File: src/rtl/riscv_pkg.sv
// Shared definitions for the execute-stage operand forwarding logic:
// default widths, the forwarding-source encoding and the history entry layout.
package riscv_pkg;

   localparam int XLEN_DEFAULT   = 32;
   localparam int REG_AW_DEFAULT = 5;

   typedef enum logic [1:0] {
      FWD_NONE = 2'd0,
      FWD_H0   = 2'd1,
      FWD_H1   = 2'd2,
      FWD_IMM  = 2'd3
   } fwd_src_e;

   typedef struct packed {
      logic                      valid;
      logic [REG_AW_DEFAULT-1:0] rd;
      logic [XLEN_DEFAULT-1:0]   data;
   } hist_entry_t;

endpackage

File: src/rtl/fwd_hist_entry.sv
// One slot of the retired-result history. load_i captures a full entry,
// clear_i drops only the valid bit (rd/data are don't-care once invalid),
// otherwise the slot holds. Reset wipes every field.
module fwd_hist_entry
   import riscv_pkg::*;
#(
   parameter int XLEN   = XLEN_DEFAULT,
   parameter int REG_AW = REG_AW_DEFAULT
) (
   input  logic              clk,
   input  logic              rst_n,
   input  logic              load_i,
   input  logic              clear_i,
   input  logic              valid_i,
   input  logic [REG_AW-1:0] rd_i,
   input  logic [XLEN-1:0]   data_i,
   output logic              valid_o,
   output logic [REG_AW-1:0] rd_o,
   output logic [XLEN-1:0]   data_o
);

   logic              valid_q, valid_d;
   logic [REG_AW-1:0] rd_q, rd_d;
   logic [XLEN-1:0]   data_q, data_d;

   // Next-state selection: clear wins over load so a flush can never be undone.
   always_comb begin
      valid_d = valid_q;
      rd_d    = rd_q;
      data_d  = data_q;
      if (clear_i) begin
         valid_d = 1'b0;
      end else if (load_i) begin
         valid_d = valid_i;
         rd_d    = rd_i;
         data_d  = data_i;
      end
   end

   // Slot storage with synchronous active-low reset.
   always_ff @(posedge clk) begin
      if (!rst_n) begin
         valid_q <= 1'b0;
         rd_q    <= '0;
         data_q  <= '0;
      end else begin
         valid_q <= valid_d;
         rd_q    <= rd_d;
         data_q  <= data_d;
      end
   end

   assign valid_o = valid_q;
   assign rd_o    = rd_q;
   assign data_o  = data_q;

endmodule

File: src/rtl/operand_b_forward.sv
// ALU operand-B selector with a two-deep forwarding history of retired
// results. Selection is purely combinational; only the history and the
// saturating forward counter are registered.
module operand_b_forward
   import riscv_pkg::*;
#(
   parameter int XLEN   = XLEN_DEFAULT,
   parameter int REG_AW = REG_AW_DEFAULT
) (
   input  logic              clk,
   input  logic              rst_n,
   input  logic [REG_AW-1:0] rs2_addr,
   input  logic [XLEN-1:0]   rs2_data,
   input  logic [XLEN-1:0]   imm,
   input  logic              alu_b_src,
   input  logic              wb_valid,
   input  logic [REG_AW-1:0] wb_rd,
   input  logic [XLEN-1:0]   wb_data,
   input  logic              stall,
   input  logic              flush,
   output logic [XLEN-1:0]   operand_b,
   output logic [1:0]        fwd_src,
   output logic [15:0]       fwd_count
);

   logic              h0Valid, h1Valid;
   logic [REG_AW-1:0] h0Rd, h1Rd;
   logic [XLEN-1:0]   h0Data, h1Data;
   logic              advance;
   logic              h0Match, h1Match;
   fwd_src_e          fwdSel;
   logic [15:0]       fwd_count_q, fwd_count_d;

   // The history shifts only on an unstalled, unflushed edge.
   assign advance = !stall && !flush;

   // Newest slot: takes the retiring result, or goes invalid on an idle cycle.
   fwd_hist_entry #(.XLEN(XLEN), .REG_AW(REG_AW)) u_h0 (
      .clk     (clk),
      .rst_n   (rst_n),
      .load_i  (advance && wb_valid),
      .clear_i (flush || (advance && !wb_valid)),
      .valid_i (1'b1),
      .rd_i    (wb_rd),
      .data_i  (wb_data),
      .valid_o (h0Valid),
      .rd_o    (h0Rd),
      .data_o  (h0Data)
   );

   // Older slot: inherits whatever the newest slot held, valid bit included.
   fwd_hist_entry #(.XLEN(XLEN), .REG_AW(REG_AW)) u_h1 (
      .clk     (clk),
      .rst_n   (rst_n),
      .load_i  (advance),
      .clear_i (flush),
      .valid_i (h0Valid),
      .rd_i    (h0Rd),
      .data_i  (h0Data),
      .valid_o (h1Valid),
      .rd_o    (h1Rd),
      .data_o  (h1Data)
   );

   // x0 is hardwired to zero, so a write to it must never be forwarded.
   assign h0Match = h0Valid && (h0Rd == rs2_addr) && (h0Rd != '0);
   assign h1Match = h1Valid && (h1Rd == rs2_addr) && (h1Rd != '0);

   // Priority mux: immediate, then newest history, then older, then regfile.
   always_comb begin
      fwdSel    = FWD_NONE;
      operand_b = rs2_data;
      if (alu_b_src) begin
         fwdSel    = FWD_IMM;
         operand_b = imm;
      end else if (h0Match) begin
         fwdSel    = FWD_H0;
         operand_b = h0Data;
      end else if (h1Match) begin
         fwdSel    = FWD_H1;
         operand_b = h1Data;
      end
   end

   assign fwd_src = fwdSel;

   // Counter advances on forwarded operands only, sticking at all-ones.
   always_comb begin
      fwd_count_d = fwd_count_q;
      if (advance && (fwdSel == FWD_H0 || fwdSel == FWD_H1) && (fwd_count_q != 16'hFFFF)) begin
         fwd_count_d = fwd_count_q + 16'd1;
      end
   end

   // Counter register with synchronous active-low reset.
   always_ff @(posedge clk) begin
      if (!rst_n) begin
         fwd_count_q <= 16'd0;
      end else begin
         fwd_count_q <= fwd_count_d;
      end
   end

   assign fwd_count = fwd_count_q;

endmodule

File: config.mk
export PLATFORM = sky130hd
export DESIGN_NAME = operand_b_forward
export DESIGN_NICKNAME = d
export VERILOG_FILES = /design/src/rtl/riscv_pkg.sv /design/src/rtl/fwd_hist_entry.sv /design/src/rtl/operand_b_forward.sv
export SDC_FILE = /design/constraint.sdc
export NUM_CORES = 1
export LEC_CHECK = 0
export CAP_MARGIN = 10
export CORE_UTILIZATION = 43
export DETAILED_ROUTE_END_ITERATION = 8
export DONT_BUFFER_PORTS = 1
export PLACE_DENSITY = 0.55
export SYNTH_ARGS = -nofsm -noshare
export SYNTH_HDL_FRONTEND = slang
export SYNTH_SLANG_ARGS = --single-unit
File: constraint.sdc
create_clock -name clk -period 3.2 [get_ports clk]
set_input_delay 0.64 -clock clk [delete_from_list [all_inputs] [get_ports clk]]
set_output_delay 0.64 -clock clk [all_outputs]
set_load 0.02 [all_outputs]
---- Yosys cells after proc, flatten, opt, wreduce, memory -nomap -nowiden ----
Index checks and enable logic that the tools add are counted.
operators by class
  $add $sub $neg .......................... 1
  equal/unequal tests ..................... 5
  muxes and demuxes ....................... 6
  bitwise operators ....................... 3
  reductions and logical operators ........ 20
operators by type and width
  operator                 number
  $mux W32                 3
  $add A16 B1 Y16 const B  1
  $ne A16 B16 Y1 const B   1
  $eq A5 B5 Y1             2
  $reduce_bool A5 Y1       2
  $logic_and A1 B1 Y1      9
  $mux W2                  3
  $reduce_and A2 Y1        2
  $reduce_or A2 Y1         2
  $logic_not A1 Y1         3
  $not A1 Y1               3
  $eq A2 B1 Y1 const B     1
  $eq A2 B2 Y1 const B     1
  $logic_or A1 B1 Y1       2
storage, ports and cells
  bits in registers ....................... 92
  output and inout port bits .............. 50
  word-level logic and storage cells ...... 42

---- Logic depth before layout (Yosys ltp) ----
Gate-level depths: netlist (run 1).
  depth in word-level cells ............... 10
  gate-level depth with buffers ........... 8
  mapped depth without buffers ............ 7

---- Cells and area by module ----
From an unflattened synthesis (run 1), not the netlist that was laid out.
unflattened totals
  cells, all modules ...................... 674
  area, all modules ....................... 5579.1 um^2
modules (own cells, without submodules)
  module             times used  cells an instance  area an instance (um^2)  sequential area each (um^2)
  fwd_hist_entry     2           164                1560.2                   760.7
  operand_b_forward  1           346                2458.6                   320.3

---- Worst setup path before layout (run 1) ----
OpenSTA, ideal clock, no wires.
  path type ............................... input to output
  start point ............................. input port rs2_addr[3]
  end point ............................... output port operand_b[22]
  arrival ................................. 2.142 ns
  required time ........................... 2.560 ns
  slack ................................... 0.418 ns
  cell stages on the path ................. 7
  path buffers ............................ 2
  cell sequence ........................... xnor2_1 -> nand3_1 -> a211oi_1 -> buf_2 -> buf_2 -> mux2i_1 -> a21oi_1
on the way
  longest elaborated chain between the ends .. 6
ends and longest elaborated chain
  what                               line                     RTL
  start, declared                    operand_b_forward.sv:12  input logic [REG_AW-1:0] rs2_addr,
  $eq A5 B5 Y1                       operand_b_forward.sv:67  assign h1Match = h1Valid && (h1Rd == rs2_addr) && (h1Rd != '0);
  $logic_and A1 B1 Y1 (2 in series)  operand_b_forward.sv:67
  $mux W32                           operand_b_forward.sv:79  end else if (h1Match) begin
  $mux W32 (*)                       operand_b_forward.sv:76  end else if (h0Match) begin
  $mux W32 (*)                       operand_b_forward.sv:73  if (alu_b_src) begin
  end, declared                      operand_b_forward.sv:21  output logic [XLEN-1:0] operand_b,
Every way passes the cells marked *; elsewhere a longest branch is shown, timed or not.

---- Final worst setup path (run 1) ----
  start point ............................. register u_h0.rd_q[0] (netlist: u_h0.rd_o[0])
  end point ............................... output port operand_b[31]
on the way
  longest elaborated chain between the ends .. 5
ends and longest elaborated chain
  what                     line                     RTL
  start, declared          fwd_hist_entry.sv:23     logic [REG_AW-1:0] rd_q, rd_d;
  start signal, assigned   fwd_hist_entry.sv:48     rd_q <= rd_d;
  $eq A5 B5 Y1             operand_b_forward.sv:66  assign h0Match = h0Valid && (h0Rd == rs2_addr) && (h0Rd != '0);
  $logic_and A1 B1 Y1      operand_b_forward.sv:66
  $logic_and A1 B1 Y1 (*)  operand_b_forward.sv:66
  $mux W32 (*)             operand_b_forward.sv:76
  $mux W32 (*)             operand_b_forward.sv:73
Marks and branches as above.

==> results of run 1 <==
[per-stage QoR]
stage | std cells | utilization [%] | area (µm²) | worst slack (ns) | total power, W
floorplan | 596 | - | 4580 | 0.418 | 0.00140
global placement | 725 | 47.8 | 4930 | 0.441 | 0.00147
detailed placement | 725 | 47.8 | 4930 | 0.393 | 0.00147
CTS | 741 | 49.7 | 5130 | 0.0758 | 0.00227
global route | 742 | 49.8 | 5140 | 0.00722 | 0.00235
finish | 742 | 49.8 | 5140 | 0.183 | 0.00224
[power groups by stage]
stage	Clock, W	Combinational (W)	Sequential, W
3_3_place_gp	0	0.000262	0.00121
5_1_grt	0.000883	0.000288	0.00118
3_5_place_dp	0	0.000265	0.00121
4_1_cts	0.000828	0.000266	0.00118
6_report	0.000799	0.000264	0.00118
2_1_floorplan	0	0.000195	0.00120
[cells by family (layout without fill, tap and decap cells)]
| logic type | Yosys count | after routing | synth area share (%) |
|---|---|---|---|
| and+or+nand+nor | 238 | 239 | 23.1 |
| AOI/OAI and AO/OA | 167 | 167 | 21.7 |
| DFF | 92 | 92 | 40.2 |
| buffers and inverters | 49 | 58 | 4.31 |
| muxes | 37 | 37 | 8.08 |
| xor gates and xnor gates | 12 | 12 | 2.29 |
| adders and majority gates | 1 | 1 | 0.273 |
[worst max-delay path by stage]
stage          slack [ns]             to    startpoint
2_1_floorplan        0.42  operand_b[22]   rs2_addr[3]
3_3_place_gp         0.44  operand_b[30]   rs2_addr[0]
3_5_place_dp         0.39  operand_b[31]   rs2_addr[0]
4_1_cts              0.08  operand_b[31]  u_h0.rd_o[0]
5_1_grt             0.007   operand_b[9]  u_h0.rd_o[0]
6_report             0.18  operand_b[31]  u_h0.rd_o[0]
[state kept, by name, summed over array words and instances (netlist names)]
name and count:
fwd_count 16, u_h0.data_o 32, u_h0.rd_o 5, u_h0.valid_o 1, u_h1.data_o 32, u_h1.rd_o 5
u_h1.valid_o 1
[worst max-delay path: cells and delay by family, from the launching register on]
kind	cells	cell delay [ns]
AO/OA/AOI/OAI	4	1.05
AND/OR/NAND/NOR	1	0.39
flip-flops	1	0.36
buffers and inverters	1	0.23
[cell usage in the layout (no fill, tap or decap), types with 2 or more instances in the layout]
master                        n
sky130_fd_sc_hd__o21ai_0      2
sky130_fd_sc_hd__dfxtp_1     92
sky130_fd_sc_hd__xor2_1       4
sky130_fd_sc_hd__o31ai_1      6
sky130_fd_sc_hd__nand3_1      5
sky130_fd_sc_hd__nor2_4       2
sky130_fd_sc_hd__a211oi_1    32
sky130_fd_sc_hd__nor2b_1     32
sky130_fd_sc_hd__nor3_1       2
sky130_fd_sc_hd__or4_1        5
sky130_fd_sc_hd__a211oi_4     2
sky130_fd_sc_hd__buf_12       4
sky130_fd_sc_hd__mux2i_1     37
sky130_fd_sc_hd__nor2_1       9
sky130_fd_sc_hd__nand2_1    165
sky130_fd_sc_hd__o2111ai_1    3
sky130_fd_sc_hd__clkbuf_8    10
sky130_fd_sc_hd__and3_1       2
sky130_fd_sc_hd__inv_1        4
sky130_fd_sc_hd__nand4_1      4
sky130_fd_sc_hd__or3_1        2
sky130_fd_sc_hd__xnor2_1      8
sky130_fd_sc_hd__buf_4       33
sky130_fd_sc_hd__a21oi_1    113
sky130_fd_sc_hd__nor2_2       2
sky130_fd_sc_hd__nand2b_1     3
[final cells by class]
class                      instances  area share, %
multi-input combinational        456           50.2
sequential                        92           35.8
timing repair buffer              37           6.38
tap                              136           3.31
clock buffer                      11           2.75
clock inverter                     5           1.17
inverter                           5          0.365
[routing by layer]
metal  vias up  routed length [µm]  share of wire [%]
met5         -                   0                  0
met4         0                  99               0.82
met3         6                 918                7.6
met2       137                5890                 49
met1      1855                5170                 43
li1       2068                   -                  -
==> results by stage, run 1 <==
STA:
- Setup repair after global routing left no endpoint under its margin.
- The maximum clock frequency is 0.331 GHz.
- The minimum hold slack is 0.410 ns.
- The share of the clock period used by the worst path after layout is 94.3%.
- The hold violation count in the final report was 0.
- The total of endpoints with negative setup slack in the final report is 0.
- The max-slew violation count was 0.
- The worst pin sits at a relative slew slack of 60.0%.
- In the final timing run, aggregate negative setup slack is 0 ns.
- After layout, the minimum clock period comes to 3.02 ns.
- The largest clock skew in the final design is 0.0107 ns.
- The transition time at the pin with the least slew margin is 0.601 ns.

GRT:
- For met2 alone, demand over resource in global routing was 37.2%.
- The sum of overflow across all layers after global routing is 0.
- The overall routing resource usage is 21.6%.
- The busiest metal layer after global routing is met2.
- The met3 capacity usage during global routing is 6.74%.
- The met1 usage in global routing is 26.2%.
- The first-pass GRT wire length is 19.2 mm.
- The pin count of the biggest net entering global routing is 69.
- The number of global-route vias before repair was 3827.
- The initial antenna violation count was 0.

Yosys:
- The number of flops mapped to enable cells by yosys is 0.
- The top-area cell type share of the netlist area is 40.2%.
- The mapped cell area is 4580 µm².
- The number of nets handed over by synthesis was 709.
- After synthesis, the cell types taking the most area are sky130_fd_sc_hd__dfxtp_1, sky130_fd_sc_hd__nand2_1, sky130_fd_sc_hd__a21oi_1.
- After synthesis the netlist holds a flip-flop and latch count of 92.
- Yosys printed 0 warnings.
- The synthesized instance count is 596.
- Of the synthesized area, sequential elements account for 40.2%.
- The synthesized netlist contains 42 unique library cells.
- Among all flip-flop cells after synthesis, the most frequent one is sky130_fd_sc_hd__dfxtp_1.
- The share of flip-flops with an asynchronous set or reset after synthesis is 0%.
- The most common cell in the synthesized netlist is sky130_fd_sc_hd__nand2_1.
- The mean area per synthesized cell is 7.69 µm².
- The synthesized design spends more area on one cell type than any other, namely sky130_fd_sc_hd__dfxtp_1.
- By count the netlist is led by sky130_fd_sc_hd__nand2_1, sky130_fd_sc_hd__a21oi_1, sky130_fd_sc_hd__dfxtp_1.

Route:
- The number of vias per cell is 5.48.
- The final routed DRC violation total is 0.
- The detailed router's first-iteration violation count is 148.
- After detailed routing, the total wire length is 12.1 mm.
- The first-pass iteration count of the detailed router is 5.
- The number of nets still failing antenna checks after routing is 0.
- Across all layers, the routed design uses 4066 vias.
- The average wire length per cell after detail routing is 16.3 µm.

Hold path:
- The worst hold path passes through 2 cells.
- The worst hold path begins at wb_data[4].
- The type of the most critical hold path is in2reg.
- The worst hold path terminates at u_h0.data_o[4].

Critical path:
- For flop-to-flop paths, the worst setup slack is 0.99 ns.
- Data on the critical path arrives at its endpoint at 2.38 ns.
- Walking the worst path, the cells encountered are o41ai_2, a211oi_4, nor2_4, buf_12, a211oi_1, a21oi_1.
- The data required time at the worst endpoint is 2.56 ns.
- The worst register-to-register path has a depth of 7.
- The worst setup path is launched from a register.
- The reg-to-reg critical path endpoint is fwd_count[9].
- The cell with the largest stage delay on the worst path is sky130_fd_sc_hd__o41ai_2.
- The worst setup path category is reg2out.
- The reg-to-reg startpoint is u_h1.rd_o[0].
- The critical path endpoint category is an output pin.
- The largest single stage delay on the critical path is 0.44 ns.
- In this run the worst path has a maximum fanout of 30.

Power and ir drop:
- The proportion of total power due to net switching is 26.2%.
- Summed over all nets, the switching power comes to 0.000588 W.
- Internal power comes to 0.00165 W.
- Registers are responsible for 52.6% of the overall power.
- The worst-case IR drop observed on VDD is 243 µV.
- Dividing total power by cell area gives a power density of 436 nW/µm².
- Of the total power, combinational logic draws 11.8%.
- The clock network fraction of total power is 35.6%.
- In this run the static leakage power is 1.59 nW.

Layout:
- The fraction of layout cells with a size suffix above 1 is 10.4%.
- The repair_antennas step left the layout with diodes totalling 0.
- The multi-input combinational cells in the finished layout cover a total of 2580 µm².
- The final net count is 714.
- The sequential cells in the finished layout cover a total of 1840 µm².
- The area growth from synthesis to final layout is 12.1%.
- The total of fill cells in the finished design is 1063.

Clocking:
- After clock tree synthesis, the repair step resized 0 gates.
- The number of clock sinks seen by CTS is 92.
- The TritonCTS clock tree is yes.
- The clock transition time at the flip-flop clock pins of the worst setup and hold paths is 0.10 ns.
- The H-tree was split into 3 levels.
- The number of buffers created by CTS is 9.
- In this run the post-CTS setup repair buffer count came out at 0.
- The number of buffers on the longest clock path is 2.
- The library cell used as clock root buffer is sky130_fd_sc_hd__clkbuf_8.
- The clock latency of the later-clocked register in the worst-skew pair is 0.35 ns.
- After clock tree synthesis, the flow added hold-fix buffers numbering 0.

Placed design:
- The count of input and output buffers is 0.
- The half-perimeter wire length after placement is 8.09 mm.
- Routability-driven placement finished with a final weighted congestion of 0.793.

Floorplanning:
- The die covers 11100 µm².
- Once the floorplan was initialized, standard cells occupied 44.4% of the core.
- In this run the horizontal extent of the chip is 105 µm.
- The number of I/O pins is 162.
- The core region area is 10300 µm².
- The floorplan step set the die height to 105 µm.
- Row generation in the floorplan step produced 37 rows.

Outcome:
- The run finished with clean final reports.

Run:
- The total of max-cap violations is 0.
(Power assumes the default switching activity.)
==> run 2: changes to the inputs <==
--- a/config.mk
+++ b/config.mk
@@ -5,11 +5,13 @@
 export SDC_FILE = /design/constraint.sdc
 export NUM_CORES = 1
 export LEC_CHECK = 0
+export BUFFER_PORTS_ARGS = -buffer_cell sky130_fd_sc_hd__buf_2
 export CAP_MARGIN = 10
-export CORE_UTILIZATION = 43
+export CELL_PAD_IN_SITES_DETAIL_PLACEMENT = 1
+export CELL_PAD_IN_SITES_GLOBAL_PLACEMENT = 2
+export CORE_UTILIZATION = 29
 export DETAILED_ROUTE_END_ITERATION = 8
-export DONT_BUFFER_PORTS = 1
-export PLACE_DENSITY = 0.55
+export PLACE_DENSITY = 0.81
 export SYNTH_ARGS = -nofsm -noshare
 export SYNTH_HDL_FRONTEND = slang
 export SYNTH_SLANG_ARGS = --single-unit
==> run 2 against run 1 <==
Effect of this change:
- register-to-register slack improved by 0.02 ns
- non-clock buffer count increased by 138
- fmax increased by 5.7%
- cell count increased by 28%
- clock-buffer cell count decreased by 1
- cell area increased by 14%
- critical endpoint is now operand_b[17]
==> results by stage, run 2 (synthesis results as in run 1) <==
Outcome:
- The run finished with clean final reports.

Clocking:
- The TritonCTS clock tree is yes.
- The number of buffers created by CTS came to 9 (unchanged).
- The setup fix buffers added after clock tree synthesis is 0 (unchanged).
- The count of hold-fix buffers inserted at cts was 0 (unchanged).
- The clock transition time at the flip-flop clock pins of the worst setup and hold paths is 0.06 ns (-0.04 ns).
- The number of buffers on the longest clock path was 2 (unchanged).
- The clock latency of the later-clocked register in the worst-skew pair was 0.34 ns (about the same).
- The root buffer cell chosen for the clock tree is sky130_fd_sc_hd__clkbuf_16.
- The number of clock sinks seen by CTS is 92 (unchanged).
- The count of H-tree levels built during CTS was 3 (unchanged).
- The post-CTS resize count was 0 (unchanged).

Route:
- The average wire length per cell after detail routing came to 15.4 µm (-5.4%).
- The number of vias per cell was 4.87 (-11%).
- The total wire length is 14.6 mm (+21%).
- The detailed router's first-iteration violation count is 149 (+0.68%).
- The first-pass iteration count of the detailed router is 6 (+1).
- The number of nets still failing antenna checks after routing is 0 (unchanged).
- The detailed-route via count is 4622 (+14%).
- The final routed DRC violation total was 0 (unchanged).

Placed design:
- The count of input and output buffers is 161 (+161).
- The routability-driven placement congestion ratio is 0.787 (-0.73%).
- The half-perimeter wire length after placement is 10.6 mm (+31%).

Floorplanning:
- The core region area came to 15300 µm² (+48%).
- The number of I/O pins is 162 (unchanged).
- The die span in y was 128 µm (+21%).
- The total die area is 16300 µm² (+47%).
- The horizontal die dimension came to 128 µm (+21%).
- The number of core rows came to 45 (+22%).
- The initial core utilization is 29.9% (-14 points).

STA:
- The normalized max-slew margin came to 55.7% (-4.3 points).
- The share of the clock period used by the worst path after layout came to 89.2% (-5.1 points).
- The total of endpoints with negative setup slack in the final report is 0 (unchanged).
- The transition time at the pin with the least slew margin was 0.664 ns (+0.0634 ns).
- The setup TNS after final layout was 0 ns (unchanged).
- Setup repair after global routing left no endpoint under its margin.
- The maximum clock frequency is 0.350 GHz (+5.7%).
- The max-slew violation count is 0 (unchanged).
- The hold violation count in the final report came to 0 (unchanged).
- The largest clock skew in the final design was 0.00614 ns (-0.00452 ns).
- The clock period minus final worst setup slack came to 2.85 ns (-0.163 ns).

Layout:
- The final net count came to 851 (+19%).
- In the layout the commonest cells are sky130_fd_sc_hd__nand2_1, sky130_fd_sc_hd__buf_2, sky130_fd_sc_hd__a21oi_1, sky130_fd_sc_hd__dfxtp_1, sky130_fd_sc_hd__mux2i_1.
- Compared with the post-synthesis result, the final layout area differs by 28.1%.
- The most frequent standard cell in the layout excluding fill and tap cells is sky130_fd_sc_hd__nand2_1.
- The area taken by multi-input logic gates was 2570 µm² (-0.19%).
- The register area is 1840 µm² (unchanged).
- The fraction of layout cells with a size suffix above 1 is 26.7% (+16 points).
- The total of fill cells in the finished design is 1937 (+82%).

Power and ir drop:
- The largest voltage drop on the vdd net is 238 µV (-1.9%).
- The overall power consumption was 0.00245 W (+9.1%).
- The leakage power of the design was 2.15 nW (+35%).
- The power density normalized to cell area is 417 nW/µm² (-4.5%).

Critical path:
- The worst endpoint data arrival time came to 2.21 ns (-0.17 ns).
- STA classifies the critical path startpoint as a register.
- The data required time at the worst endpoint is 2.56 ns (about the same).
- The worst setup path category is reg2out.
- The critical-path maximum fanout came to 37 (+23%).
- The worst setup path is captured at an output pin.

Hold path:
- In this run the worst hold path is classified as reg2reg.

GRT:
- The pin count of the biggest net entering global routing is 50 (-28%).
- The met3 capacity usage during global routing is 3.05% (-3.7 points).
- The overall routing resource usage was 18.4% (-3.1 points).
- The number of global-route vias before repair is 4690 (+23%).
- In this run the most used layer during global routing was met2.
- The initial antenna violation count was 0 (unchanged).
- The met1 usage in global routing came to 22.7% (-3.4 points).
- The first-pass GRT wire length came to 23.4 mm (+22%).
- The sum of overflow across all layers after global routing is 0 (unchanged).
- The global-route met2 utilization was 31.8% (-5.4 points).

Run:
- The total of max-cap violations is 0 (unchanged).
-- run 2: path summary, 6_finish.rpt --
kind / from / to / slack [ns] / cells after the start
worst max-delay path: u_h0.rd_o[2] / operand_b[17] / 0.35 / 8
worst min-delay path: u_h1.data_o[15] / u_h1.data_o[15] / 0.46 / 2
worst max register to register: u_h1.rd_o[0] / fwd_count[3] / 1.01 / 6
worst min register to register: u_h1.data_o[15] / u_h1.data_o[15] / 0.46 / 2
-- run 2: through the flow --
step	worst slack (ns)	util [%]	instance area (µm²)	hold slack, ns	instances
after global placement	0.411	36.8	5630	0.443	938
after CTS	0.296	38.3	5870	0.458	949
after floorplan	0.418	-	4580	0.436	596
after global routing	0.188	38.3	5870	0.477	949
final	0.346	38.3	5870	0.456	950
after detailed placement	0.349	36.8	5630	0.449	938
-- run 2: power breakdown --
| group | switching [W] | total [W] | internal (W) |
|---|---|---|---|
| logic | 0.000206 | 0.000343 | 0.000137 |
| registers | 0.0000160 | 0.00118 | 0.00117 |
| clock network | 0.000419 | 0.000923 | 0.000503 |
| total | 0.000641 | 0.00245 | 0.00181 |
-- run 2: area by class of cell --
type / instances / area share (%)
Inverter: 5 / 0.320
Timing Repair Buffer: 175 / 15.9
Tap cell: 211 / 4.50
Clock inverter: 1 / 0.0853
Clock buffer: 10 / 3.90
Antenna cell: 1 / 0.0426
Sequential cell: 92 / 31.4
Multi-Input combinational cell: 455 / 43.8
-- run 2: critical path, stage by stage, from the launching register on --
cell and delay [ns]:
sky130_fd_sc_hd__dfxtp_1 0.43, sky130_fd_sc_hd__xnor2_1 0.14, sky130_fd_sc_hd__nand3_1 0.17, sky130_fd_sc_hd__a211oi_4 0.30, sky130_fd_sc_hd__nor2_4 0.05, sky130_fd_sc_hd__buf_4 0.24, sky130_fd_sc_hd__a211oi_1 0.28, sky130_fd_sc_hd__a21oi_1 0.07
sky130_fd_sc_hd__buf_2 0.18
-- run 2: layer usage --
metal | share of wire (%) | wire length (µm)
met2 | 48 | 7030
met3 | 4.1 | 593
met5 | 0 | 0
met1 | 46 | 6730
met4 | 1.9 | 278
